## src/rtl/axi_rd_arbiter.sv

```systemverilog
// 2:1 round-robin read-channel arbiter merging IFU (m0) and LSU (m1) reads
// onto a single AXI-lite AR/R slave port, one read outstanding at a time.
module axi_rd_arbiter #(
   parameter int unsigned ADDR_W = 32,
   parameter int unsigned DATA_W = 64
) (
   input  logic              aclk,
   input  logic              aresetn,

   input  logic [ADDR_W-1:0] m0_araddr,
   input  logic              m0_arvalid,
   output logic              m0_arready,
   output logic [DATA_W-1:0] m0_rdata,
   output logic [1:0]        m0_rresp,
   output logic              m0_rvalid,
   input  logic              m0_rready,

   input  logic [ADDR_W-1:0] m1_araddr,
   input  logic              m1_arvalid,
   output logic              m1_arready,
   output logic [DATA_W-1:0] m1_rdata,
   output logic [1:0]        m1_rresp,
   output logic              m1_rvalid,
   input  logic              m1_rready,

   output logic [ADDR_W-1:0] s_araddr,
   output logic              s_arvalid,
   input  logic              s_arready,
   input  logic [DATA_W-1:0] s_rdata,
   input  logic [1:0]        s_rresp,
   input  logic              s_rvalid,
   output logic              s_rready
);

   localparam logic [1:0] ST_IDLE = 2'd0;
   localparam logic [1:0] ST_AR   = 2'd1;
   localparam logic [1:0] ST_R    = 2'd2;

   logic [1:0]        state_q, state_d;
   logic              sel_q, sel_d;
   logic              prio_q, prio_d;
   logic [ADDR_W-1:0] araddr_q, araddr_d;

   logic any_req;
   logic grant;
   logic in_idle;
   logic in_r;
   logic route_m0;
   logic route_m1;

   assign any_req = m0_arvalid | m1_arvalid;
   // Tie goes to prio_q; otherwise the lone requester (m1 iff m0 is idle).
   assign grant   = (m0_arvalid & m1_arvalid) ? prio_q : m1_arvalid;

   // Combinational outputs are gated by aresetn so nothing leaks during reset.
   assign in_idle  = aresetn & (state_q == ST_IDLE);
   assign in_r     = aresetn & (state_q == ST_R);
   assign route_m0 = in_r & ~sel_q;
   assign route_m1 = in_r &  sel_q;

   assign m0_arready = in_idle & any_req & ~grant;
   assign m1_arready = in_idle & any_req &  grant;

   assign s_arvalid = (state_q == ST_AR);
   assign s_araddr  = araddr_q;
   assign s_rready  = (route_m0 & m0_rready) | (route_m1 & m1_rready);

   assign m0_rvalid = route_m0 & s_rvalid;
   assign m0_rdata  = route_m0 ? s_rdata : '0;
   assign m0_rresp  = route_m0 ? s_rresp : 2'b00;
   assign m1_rvalid = route_m1 & s_rvalid;
   assign m1_rdata  = route_m1 ? s_rdata : '0;
   assign m1_rresp  = route_m1 ? s_rresp : 2'b00;

   always_comb begin
      // NOTE: every next-state signal takes its hold value first so no path leaves it unassigned (no latch).
      state_d  = state_q;
      sel_d    = sel_q;
      prio_d   = prio_q;
      araddr_d = araddr_q;
      case (state_q)
         ST_IDLE: begin
            if (any_req) begin
               araddr_d = grant ? m1_araddr : m0_araddr;
               sel_d    = grant;
               prio_d   = ~grant;
               state_d  = ST_AR;
            end
         end
         ST_AR: begin
            if (s_arready) begin
               state_d = ST_R;
            end
         end
         ST_R: begin
            if (s_rvalid && s_rready) begin
               state_d = ST_IDLE;
            end
         end
         default: begin
            state_d = ST_IDLE;
         end
      endcase
   end

   always_ff @(posedge aclk or negedge aresetn) begin
      if (!aresetn) begin
         state_q  <= ST_IDLE;
         sel_q    <= 1'b0;
         prio_q   <= 1'b0;
         araddr_q <= '0;
      end else begin
         // NOTE: non-blocking updates so all registers sample the same pre-edge values.
         state_q  <= state_d;
         sel_q    <= sel_d;
         prio_q   <= prio_d;
         araddr_q <= araddr_d;
      end
   end

endmodule

```

## config.mk

```make
export PLATFORM = sky130hd
export DESIGN_NAME = axi_rd_arbiter
export DESIGN_NICKNAME = d
export VERILOG_FILES = /design/src/rtl/axi_rd_arbiter.sv
export SDC_FILE = /design/constraint.sdc
export NUM_CORES = 1
export LEC_CHECK = 0
export CORE_AREA = 2 2 119 121
export CTS_CLUSTER_DIAMETER = 150
export DETAILED_ROUTE_END_ITERATION = 7
export DIE_AREA = 0 0 121 123
export SYNTH_ARGS = -nofsm -noshare
export SYNTH_HDL_FRONTEND = slang
export SYNTH_SLANG_ARGS = --single-unit
```

## constraint.sdc

```tcl
create_clock -name aclk -period 1.9 [get_ports aclk]
set_input_delay 0.475 -clock aclk [delete_from_list [all_inputs] [get_ports aclk]]
set_output_delay 0.475 -clock aclk [all_outputs]
set_load 0.05 [all_outputs]
```

Word level (Yosys, flattened, before mapping)

Index checks and enable logic that the tools add are counted.

$add $sub $neg: 0
$mul: 0
Div/mod/pow operators: 0
Order comparisons: 0
Equal/unequal tests: 5
Shift operators: 0
Muxes and demuxes: 10
Bitwise gates (word level): 16
Reductions and logical operators: 4

Operator list:

| operator                                                                | number |
|---|---|
| 64-bit two-way mux                                                      | 2 |
| 32-bit two-way mux                                                      | 1 |
| 1-bit bitwise AND                                                       | 12 |
| 2-bit two-way mux                                                       | 5 |
| 2-bit one-hot mux with 3 select lines                                   | 1 |
| 2-bit by 1-bit inequality test with 1-bit output, second input constant | 2 |
| 3-bit AND reduction                                                     | 1 |
| 2-bit by 1-bit == test with 1-bit output, second input constant         | 1 |
| 2-bit == test, second input constant                                    | 1 |
| 2-bit zero test                                                         | 1 |
| 2-bit inequality test, second input constant                            | 1 |
| 1-bit inverter                                                          | 2 |
| 1-bit bitwise OR                                                        | 2 |
| 2-bit AND reduction                                                     | 1 |
| 1-bit logical AND                                                       | 1 |
| 1-bit two-way mux                                                       | 1 |

Bits in registers: 36
Latch bits: 0
RAM bits: 0
Memory bits (read-only): 0
Input bits: 138
Output and inout bits: 170
Logic and storage cells: 39
Memories: 0

Logic depth before layout (Yosys ltp)

Gate-level depths: netlist of the first run.

Depth in word-level cells: 8
Depth in mapped cells: 5
Gate-level depth less buffers: 4

Least setup slack after synthesis of the first run

No wires, ideal clock.

Path kind: flip-flop to output port
Start point: reg state_q[0]
End point: out m1_rdata[34]
Arrival: 1.503 ns
Slack: -0.078 ns
Cell stages (with the launch flop): 6
Path buffers: 2
Cells stage by stage: dfrtp_1 nand3b_1 nor2_1 buf_2 buf_2 and2_1

Cells in the longest elaborated chain, start to end: 4

RTL lines:

| item                   | line | RTL |
|---|---|---|
| from (decl)            | 39   | `logic [1:0] state_q, state_d;` |
| from (signal assigned) | 114  | `state_q <= state_d;` |
| 2-bit == test          | 57   | `assign in_r = aresetn & (state_q == ST_R);` |
| 1-bit bitwise AND      | 57   |  |
| 1-bit bitwise AND      | 59   | `assign route_m1 = in_r & sel_q;` |
| 64-bit two-way mux     | 72   | `assign m1_rdata = route_m1 ? s_rdata : '0;` |
| to (decl)              | 21   | `output logic [DATA_W-1:0] m1_rdata,` |

No other way between the ends.

Final worst setup path of the first run

Start point: reg state_q[0]
End point: out m0_rvalid

Cells in the longest elaborated chain, start to end: 4

RTL lines:

| item              | line | RTL |
|---|---|---|
| 2-bit == test     | 57   |  |
| 1-bit bitwise AND | 57   |  |
| 1-bit bitwise AND | 58   | `assign route_m0 = in_r & ~sel_q;` |
| 1-bit bitwise AND | 68   | `assign m0_rvalid = route_m0 & s_rvalid;` |
| to (decl)         | 15   | `output logic m0_rvalid,` |

No other way between the ends.

==> impl_metrics.py, run 1 <==
metrics = {
    "sta": {
        "setup_viol": 136,
        "tightest_slew_ns": 0.363,
        "fin_hold_ws_ns": 0.235,
        "fmax_ghz": 0.463,
        "final-hold-violation-count": 0,
        "fin_ws_ns": -0.261,
        "fin_crit_ns": 2.16,
        "period_share_pct": 114,
        "rsz0062_at_grt": "true",
        "slew_viol_final": 0,
        "relSlewSlack_pct": 75.8,
        "skew_ns": 0.00345,
    },
    "drt": {
        "drcViolationCount": 0,
        "drt-met1-wl_um": 4970,
        "wirelength_um": 14200,
        "routedWlPerCell_um": 18.5,
        "top_layer": "met4",
        "viasPerCell": 4.35,
        "ant_nets": 0,
        "drtIter0Drc": 165,
        "dr_total_vias": 3351,
        "drt_pass1_iterations": 4,
        "wl_met3_um": 1430,
        "route.met2.wl_um": 7510,
    },
    "clocking": {
        "hold_buffers": 0,
        "cts.sinks": 36,
        "htreeDepth": 2,
        "cts_buffers": 5,
        "cts_tree": "yes",
        "clkTransAtPathRegs_ns": 0.05,
        "root_buffer": "clkbuf_16",
        "clock_latency_ns": 0.28,
        "cts_buffer_depth": 2,
    },
    "worst_setup_path": {
        "cp-end-kind": "output pin",
        "startpoint_type": "flip-flop",
        "path_class": "reg2out",
        "critical_path_required_ns": 1.42,
        "critical_path_arrival_ns": 1.69,
        "critPathMaxFanout": 49,
    },
    "synthesis": {
        "syn-instance-count": 283,
        "avgSynthCellArea_sq_um": 8.98,
        "ys_ff_latch": 36,
        "netlist_area_sq_um": 2540,
        "ys_warn_count": 0,
        "synth_top_area_share_pct": 35.4,
        "syn_nets": 421,
        "ys_async_sr_fraction_pct": 100,
        "ys_seq_area_share_pct": 35.4,
        "yosysUniqueCellTypes": 20,
        "synth_edf_count": 0,
        "synthTopCellsByArea": "dfrtp_1 35%, and2_1 33%, a221o_1 13%",
        "ys.flop_type": "dfrtp_1",
        "yosys.area.top_type": "dfrtp_1",
    },
    "power_and_ir_drop": {
        "p_switching_w": 0.00362,
        "p_per_area_nw_per_um2": 1010,
        "pwr-share-comb_pct": 70.1,
        "intPower_w": 0.00387,
        "clock_power_share_pct": 11.3,
        "power_frac_seq_pct": 18.6,
        "ir_drop_v": 0.000936,
        "p_sw_share_pct": 48.4,
        "leakagePower_nw": 3.25,
    },
    "grt": {
        "grt_pass1_wl_um": 20500,
        "grt_antenna_before_repair": 5,
        "first_global_vias": 3358,
        "grt_start_max_net_pins": 50,
        "track_usage_pct": 18.1,
        "gr-total-overflow": 0,
    },
    "finish": {
        "postLayoutCellArea_sq_um": 7420,
        "n_fill_cell": 1148,
        "mostFrequentLayoutCells": "140 x buf_12, 134 x clkdlybuf4s50_1, 68 x and2_1, 59 x and2_2, 45 x buf_4",
        "fin_util_pct": 54.5,
        "multi_input_area_sq_um": 1600,
        "nNetsFinal": 724,
        "seq_area_sq_um": 901,
        "drive_gt1_share_pct": 45.7,
        "syn2layout_area_growth_pct": 192,
        "layout_commonest_cell": "buf_12",
    },
    "floorplan": {
        "core.rowCount": 43,
        "die_w_um": 121,
        "dieArea_sq_um": 14900,
        "start_util_pct": 18.7,
        "dieHeight_um": 123,
        "ios": 308,
        "core_area_sq_um": 13600,
    },
    "job": {
        "drv_cap": 0,
    },
    "placed_design": {
        "placed_area_sq_um": 7220,
        "numPortBuffers": 307,
        "hpwl_um": 12300,
        "place.gp.congestion": 0.783,
    },
    "hold_path": {
        "hold_class": "in2async",
    },
    "run_status": {
        "status": "finished, violations left",
        "violations": "setup timing",
    },
}
[worst paths after layout]
path | startpoint | to | slack (ns) | cells after the start
worst min register to register | s_araddr[31] | s_araddr[31] | 0.51 | 1
worst max register to register | state_q[0] | s_araddr[6] | 0.25 | 5
min in group aclk | s_araddr[31] | s_araddr[31] | 0.51 | 1
worst max-delay path | state_q[0] | m0_rvalid | -0.26 | 5
max in group asynchronous | aresetn | s_araddr[1] | 1.12 | 3
worst min-delay path | aresetn | sel_q | 0.24 | 2
[final cells by class]
class | count | share of cell area [%]
diodes | 5 | 0.169
inverters | 2 | 0.101
flip-flops and latches | 36 | 12.1
repair buffers | 323 | 60.9
multi-input cells | 218 | 21.6
well taps | 180 | 3.04
clock buffers | 7 | 2.06
[metrics by stage]
step	worst slack, ns	total power (W)	std cells	TNS (ns)
after floorplan	0.0196	0.00438	283	0
after global placement	-0.242	0.00660	758	-20.12
after detailed placement	-0.249	0.00666	758	-23.36
after CTS	-0.293	0.00757	766	-34.26
after global routing	-0.355	0.00781	768	-41.96
final	-0.261	0.00750	771	-30.15
[cells in the mapped netlist (2+ instances only)]
master	n
nand2_1	2
buf_2	11
and3_1	33
inv_1	2
clkbuf_1	12
dfrtp_1	36
and2_1	135
nor2_1	3
a221o_1	32
nand2b_1	2
buf_6	4
o21ai_0	3
[what timing repair did]
item,CTS,global route
gates resized for setup,6,7
setup endpoints to repair,136,137
endpoints found under the hold margin,0,0
setup buffers,1,0
pin swaps,1,3
gates cloned,0,0
[critical path: stages, from the launching register on]
cell	delay, ns
dfrtp_1	0.37
nand3b_1	0.28
nor2_4	0.18
buf_12	0.21
and2_2	0.22
buf_12	0.14
[per-layer routing]
| metal | GRT usage (%) | up-vias |
|---|---|---|
| li1 | - | 1584 |
| met3 | 6.64 | 15 |
| met4 | 5.89 | 0 |
| met5 | 0 | - |
| met2 | 32.8 | 181 |
| met1 | 19.5 | 1571 |
[cell families (layout without fill, tap and decap cells)]
logic type	Yosys count	count (layout)	synth area share, %
AO/OA/AOI/OAI	39	39	14.6
buffers and inverters	29	332	6.00
flip-flops	36	36	35.4
multiplexers	1	1	0.394
other	0	5	0
AND/OR/NAND/NOR	178	178	43.6
[flip-flops by register name, indices dropped and copies added (netlist names)]
register and count:
sel_q 1, s_araddr 32, state_q 2, prio_q 1
[power groups by stage]
stage	clock network [W]	logic [W]	registers [W]
2_1_floorplan	0	0.00189	0.00249
3_3_place_gp	0	0.00522	0.00138
3_5_place_dp	0	0.00528	0.00138
4_1_cts	0.000881	0.00529	0.00139
5_1_grt	0.000896	0.00548	0.00144
6_report	0.000847	0.00526	0.00139
Note: power is estimated with default switching activity, not from simulation.
==> run 2: changes to the inputs <==
- CORE_AREA: 2 2 119 121 -> 4 4 118 120
- DIE_AREA: 0 0 121 123 -> 0 0 122 124
==> impl_metrics.py, run 2 (synthesized netlist as in run 1, its figures left out) <==
metrics = {
    "drt": {
        "viasPerCell": 4.42,
        "drt_pass1_iterations": 4,
        "drtIter0Drc": 78,
        "wirelength_um": 15800,
        "dr_total_vias": 3463,
        "ant_nets": 0,
        "routedWlPerCell_um": 20.2,
        "drcViolationCount": 0,
    },
    "clocking": {
        "cts_buffers": 5,
        "htreeDepth": 2,
        "cts_buffer_depth": 2,
        "hold_buffers": 0,
        "clkTransAtPathRegs_ns": 0.06,
        "root_buffer": "clkbuf_16",
        "clock_latency_ns": 0.27,
        "cts_tree": "yes",
        "cts.sinks": 36,
    },
    "finish": {
        "syn2layout_area_growth_pct": 212,
        "mostFrequentLayoutCells": "143 x buf_12, 134 x clkdlybuf4s50_1, 99 x and2_4, 42 x buf_4, 36 x dfrtp_1",
        "drive_gt1_share_pct": 56.3,
        "multi_input_area_sq_um": 1790,
        "seq_area_sq_um": 901,
        "largest_register_ffs": 32,
        "nNetsFinal": 741,
        "n_fill_cell": 1051,
        "layout_commonest_cell": "buf_12",
    },
    "sta": {
        "period_share_pct": 115,
        "slew_viol_final": 0,
        "fin_crit_ns": 2.18,
        "fmax_ghz": 0.460,
        "fin_tns_setup_ns": -32.57,
        "relSlewSlack_pct": 76.6,
        "tightest_slew_ns": 0.351,
        "rsz0062_at_grt": "true",
        "skew_ns": 0.00471,
        "final-hold-violation-count": 0,
        "fin_ws_ns": -0.276,
        "fin_hold_ws_ns": 0.229,
        "setup_viol": 136,
    },
    "floorplan": {
        "die_w_um": 122,
        "core.rowCount": 42,
        "core_area_sq_um": 13000,
        "dieHeight_um": 124,
        "ios": 308,
        "start_util_pct": 19.6,
        "dieArea_sq_um": 15100,
    },
    "power_and_ir_drop": {
        "ir_drop_v": 0.000953,
        "p_per_area_nw_per_um2": 995,
        "totalPowerFinal_w": 0.00789,
        "leakagePower_nw": 3.49,
    },
    "hold_path": {
        "hold_class": "in2async",
    },
    "worst_setup_path": {
        "critical_path_arrival_ns": 1.70,
        "critical_path_required_ns": 1.42,
        "cp-end-kind": "output pin",
        "path_class": "reg2out",
        "r2r-start": "state_q[0]",
        "cp-startpoint": "state_q[0]",
        "startpoint_type": "flip-flop",
        "critPathMaxFanout": 17,
    },
    "placed_design": {
        "place.gp.congestion": 0.778,
        "hpwl_um": 12300,
        "numPortBuffers": 307,
    },
    "grt": {
        "gr-total-overflow": 0,
        "grt_pass1_wl_um": 21200,
        "track_usage_pct": 18.3,
        "grt_start_max_net_pins": 40,
        "first_global_vias": 3480,
        "grt_antenna_before_repair": 2,
    },
    "run_status": {
        "status": "finished, violations left",
        "violations": "setup timing",
    },
    "job": {
        "drv_cap": 0,
    },
}
[run 2: cell types whose count changed in the layout (fill, tap and decap cells not counted), sizes merged]
cell      previous run  this run
clkbuf               7        12
buf                187       199
clkinvlp             0         1
diode                5         3
[run 2: path summary, 6_finish.rpt]
path / to / slack [ns] / depth (start not counted)
hold reg to reg: s_araddr[11] / 0.51 / 1
setup reg to reg: s_araddr[10] / 0.11 / 8
max in group asynchronous: s_araddr[9] / 1.41 / 2
setup / recovery: m1_rdata[49] / -0.28 / 7
min in group aclk: s_araddr[11] / 0.51 / 1
hold / removal: s_araddr[28] / 0.23 / 2
[run 2: metal layers]
metal	vias to the layer above	global-route usage (%)	share of wire, %
li1	1618	-	-
met5	-	0	0.070
met1	1640	21.2	37
met2	189	34.0	54
met4	2	3.92	1.2
met3	14	4.90	7.7
[run 2: cell type report]
cell class / instances / share of cell area [%]
Clock buffer: 7 / 1.80
Multi-Input combinational cell: 218 / 22.6
Timing Repair Buffer: 340 / 61.2
Inverter: 2 / 0.0947
Antenna cell: 3 / 0.0947
Tap cell: 176 / 2.78
Clock inverter: 1 / 0.0947
Sequential cell: 36 / 11.4
[run 2: power by group]
| group | switching (W) | internal, W |
|---|---|---|
| clock | 0.000300 | 0.000522 |
| combinational | 0.00319 | 0.00248 |
| sequential | 0.000253 | 0.00114 |
[run 2: per-stage QoR]
step	util, %	instance area (sq um)	cells	worst slack (ns)
3_3_place_gp	55.7	7230	752	-0.135
2_1_floorplan	-	2620	283	0.0196
6_report	61.1	7930	783	-0.276
5_1_grt	61.0	7920	781	-0.360
4_1_cts	59.4	7710	772	-0.276
3_5_place_dp	55.7	7230	752	-0.155
[run 2: critical path, cell delays in order, from the launching register on]
cell	delay, ns
dfrtp_1	0.38
nand3b_1	0.17
buf_4	0.16
nor2_4	0.11
buf_8	0.16
buf_16	0.16
and2_4	0.16
buf_12	0.13
[run 2: timing repair]
item	in CTS	in global routing
endpoints found under the setup margin	136	136
pin swaps	2	12
gates resized for setup	88	32
cloned	4	7
setup buffers	8	2
==> run 3: changes to the inputs <==
- REMOVE_ABC_BUFFERS: unset -> 1
- SETUP_SLACK_MARGIN: unset -> 0.02
==> impl_metrics.py, run 3 (synthesized netlist as in run 1, its figures left out) <==
metrics = {
    "clocking": {
        "post_cts_buffers": 0,
        "clock_latency_ns": 0.28,
        "htreeDepth": 2,
        "root_buffer": "clkbuf_16",
        "hold_buffers": 0,
        "cts.sinks": 36,
        "clkTransAtPathRegs_ns": 0.05,
        "cts_tree": "yes",
        "cts_buffers": 5,
        "cts_buffer_depth": 2,
    },
    "floorplan": {
        "dieHeight_um": 124,
        "core_area_sq_um": 13000,
        "core.rowCount": 42,
        "start_util_pct": 19.6,
        "ios": 308,
        "die_w_um": 122,
        "dieArea_sq_um": 15100,
    },
    "placed_design": {
        "numPortBuffers": 307,
        "hpwl_um": 12700,
        "place_inst": 753,
        "place.gp.congestion": 0.848,
    },
    "worst_setup_path": {
        "critical_path_arrival_ns": 1.73,
        "reg2reg_setup_slack_ns": 0.13,
        "worstPathCellList": "nand3b_1 -> nor2_4 -> buf_12 -> and2_1 -> buf_12",
        "r2r-start": "state_q[0]",
        "cp-end-kind": "output pin",
        "cp-startpoint": "state_q[0]",
        "startpoint_type": "flip-flop",
        "worst-r2r-cell-count": 6,
        "cpLargestDelayFamily": "simple AND/OR/NAND/NOR gates",
        "r2r-end": "s_araddr[15]",
        "path_buf_inv": 2,
        "critPathMaxFanout": 49,
        "critical_path_required_ns": 1.42,
        "critical-path-max-stage-delay_ns": 0.37,
        "crit_top_cell": "buf_12",
        "path_class": "reg2out",
        "slowest_stage": "dfrtp_1",
    },
    "grt": {
        "track_usage_pct": 18.3,
        "grt_pass1_wl_um": 20900,
        "grt_start_max_net_pins": 50,
        "use_met1_pct": 19.1,
        "gr-usage-met2_pct": 35.5,
        "top_usage_layer": "met2",
        "grt_antenna_before_repair": 1,
        "use_met3_pct": 6.09,
        "gr-total-overflow": 0,
        "first_global_vias": 3391,
    },
    "finish": {
        "layout_commonest_cell": "buf_12",
        "finalNonFillerCells": 761,
        "nNetsFinal": 722,
        "drive_gt1_share_pct": 36.6,
        "mostFrequentLayoutCells": "141 x buf_12, 134 x clkdlybuf4s50_1, 119 x and2_1, 42 x buf_4, 36 x dfrtp_1",
        "n_fill_cell": 1155,
        "syn2layout_area_growth_pct": 189,
        "n_antenna_cell": 0,
        "fin_util_pct": 56.6,
        "largest_register_ffs": 32,
    },
    "drt": {
        "dr_total_vias": 3288,
        "viasPerCell": 4.32,
        "drcViolationCount": 0,
        "wirelength_um": 14900,
        "routedWlPerCell_um": 19.5,
        "ant_nets": 0,
        "drt_pass1_iterations": 4,
        "drtIter0Drc": 122,
    },
    "hold_path": {
        "hold_class": "in2async",
    },
    "sta": {
        "fin_hold_ws_ns": 0.182,
        "fmax_ghz": 0.454,
        "setup_viol": 135,
        "period_share_pct": 116,
        "relSlewSlack_pct": 75.9,
        "fin_tns_setup_ns": -36.27,
        "fin_crit_ns": 2.20,
        "skew_ns": 0.00379,
        "final-hold-violation-count": 0,
        "tightest_slew_ns": 0.362,
        "fin_ws_ns": -0.303,
        "slew_viol_final": 0,
        "rsz0062_at_grt": "true",
    },
    "job": {
        "drv_cap": 0,
    },
    "run_status": {
        "status": "finished, violations left",
        "violations": "setup timing",
    },
    "power_and_ir_drop": {
        "totalPowerFinal_w": 0.00746,
        "leakagePower_nw": 3.21,
        "p_per_area_nw_per_um2": 1020,
        "ir_drop_v": 0.000812,
    },
}
[run 3: worst register-to-register path, delay by kind of cell (launching register included)]
kind | cells | cell delay [ns]
buf+inv | 3 | 0.62
flops | 1 | 0.37
compound gates | 2 | 0.46
simple gates | 1 | 0.21
[run 3: per-stage QoR]
| stage | instance area (sq um) | setup slack (ns) |
|---|---|---|
| 3_5_place_dp | 7140 | -0.198 |
| 5_1_grt | 7340 | -0.413 |
| 6_report | 7340 | -0.303 |
| 2_1_floorplan | 2400 | -1.06 |
| 4_1_cts | 7310 | -0.333 |
| 3_3_place_gp | 7140 | -0.137 |
[run 3: per-layer routing]
metal / wire [um] / vias to the layer above
met4: 169 / 2
li1: - / 1569
met5: 13 / -
met3: 1390 / 13
met1: 5220 / 1531
met2: 8080 / 173
[run 3: layout make-up]
class | instances | area [sq um] | area share, %
Inverter | 2 | 7.51 | 0.102
Timing Repair Buffer | 321 | 4520 | 61.5
Clock buffer | 8 | 146 | 1.99
Sequential cell | 36 | 901 | 12.3
Tap cell | 176 | 220 | 3.00
Multi-Input combinational cell | 218 | 1550 | 21.1
[run 3: how the worst max path moves through the flow]
stage	to	cells past startpoint
2_1_floorplan	m0_rdata[0]	3
3_3_place_gp	m1_rdata[3]	6
3_5_place_dp	m0_rdata[54]	6
4_1_cts	m0_rdata[27]	5
5_1_grt	m1_rdata[58]	5
6_report	m1_rdata[50]	5
[run 3: power breakdown]
part,internal (W),switching [W],leakage [nW]
clock,0.000523,0.000294,0.0712
sequential,0.00114,0.000243,0.445
combinational,0.00217,0.00309,2.70
total,0.00384,0.00362,3.21
[run 3: what timing repair did]
action / CTS / global route
pin swaps: 1 / 6
gates resized for setup: 8 / 12
setup endpoints to repair: 136 / 137
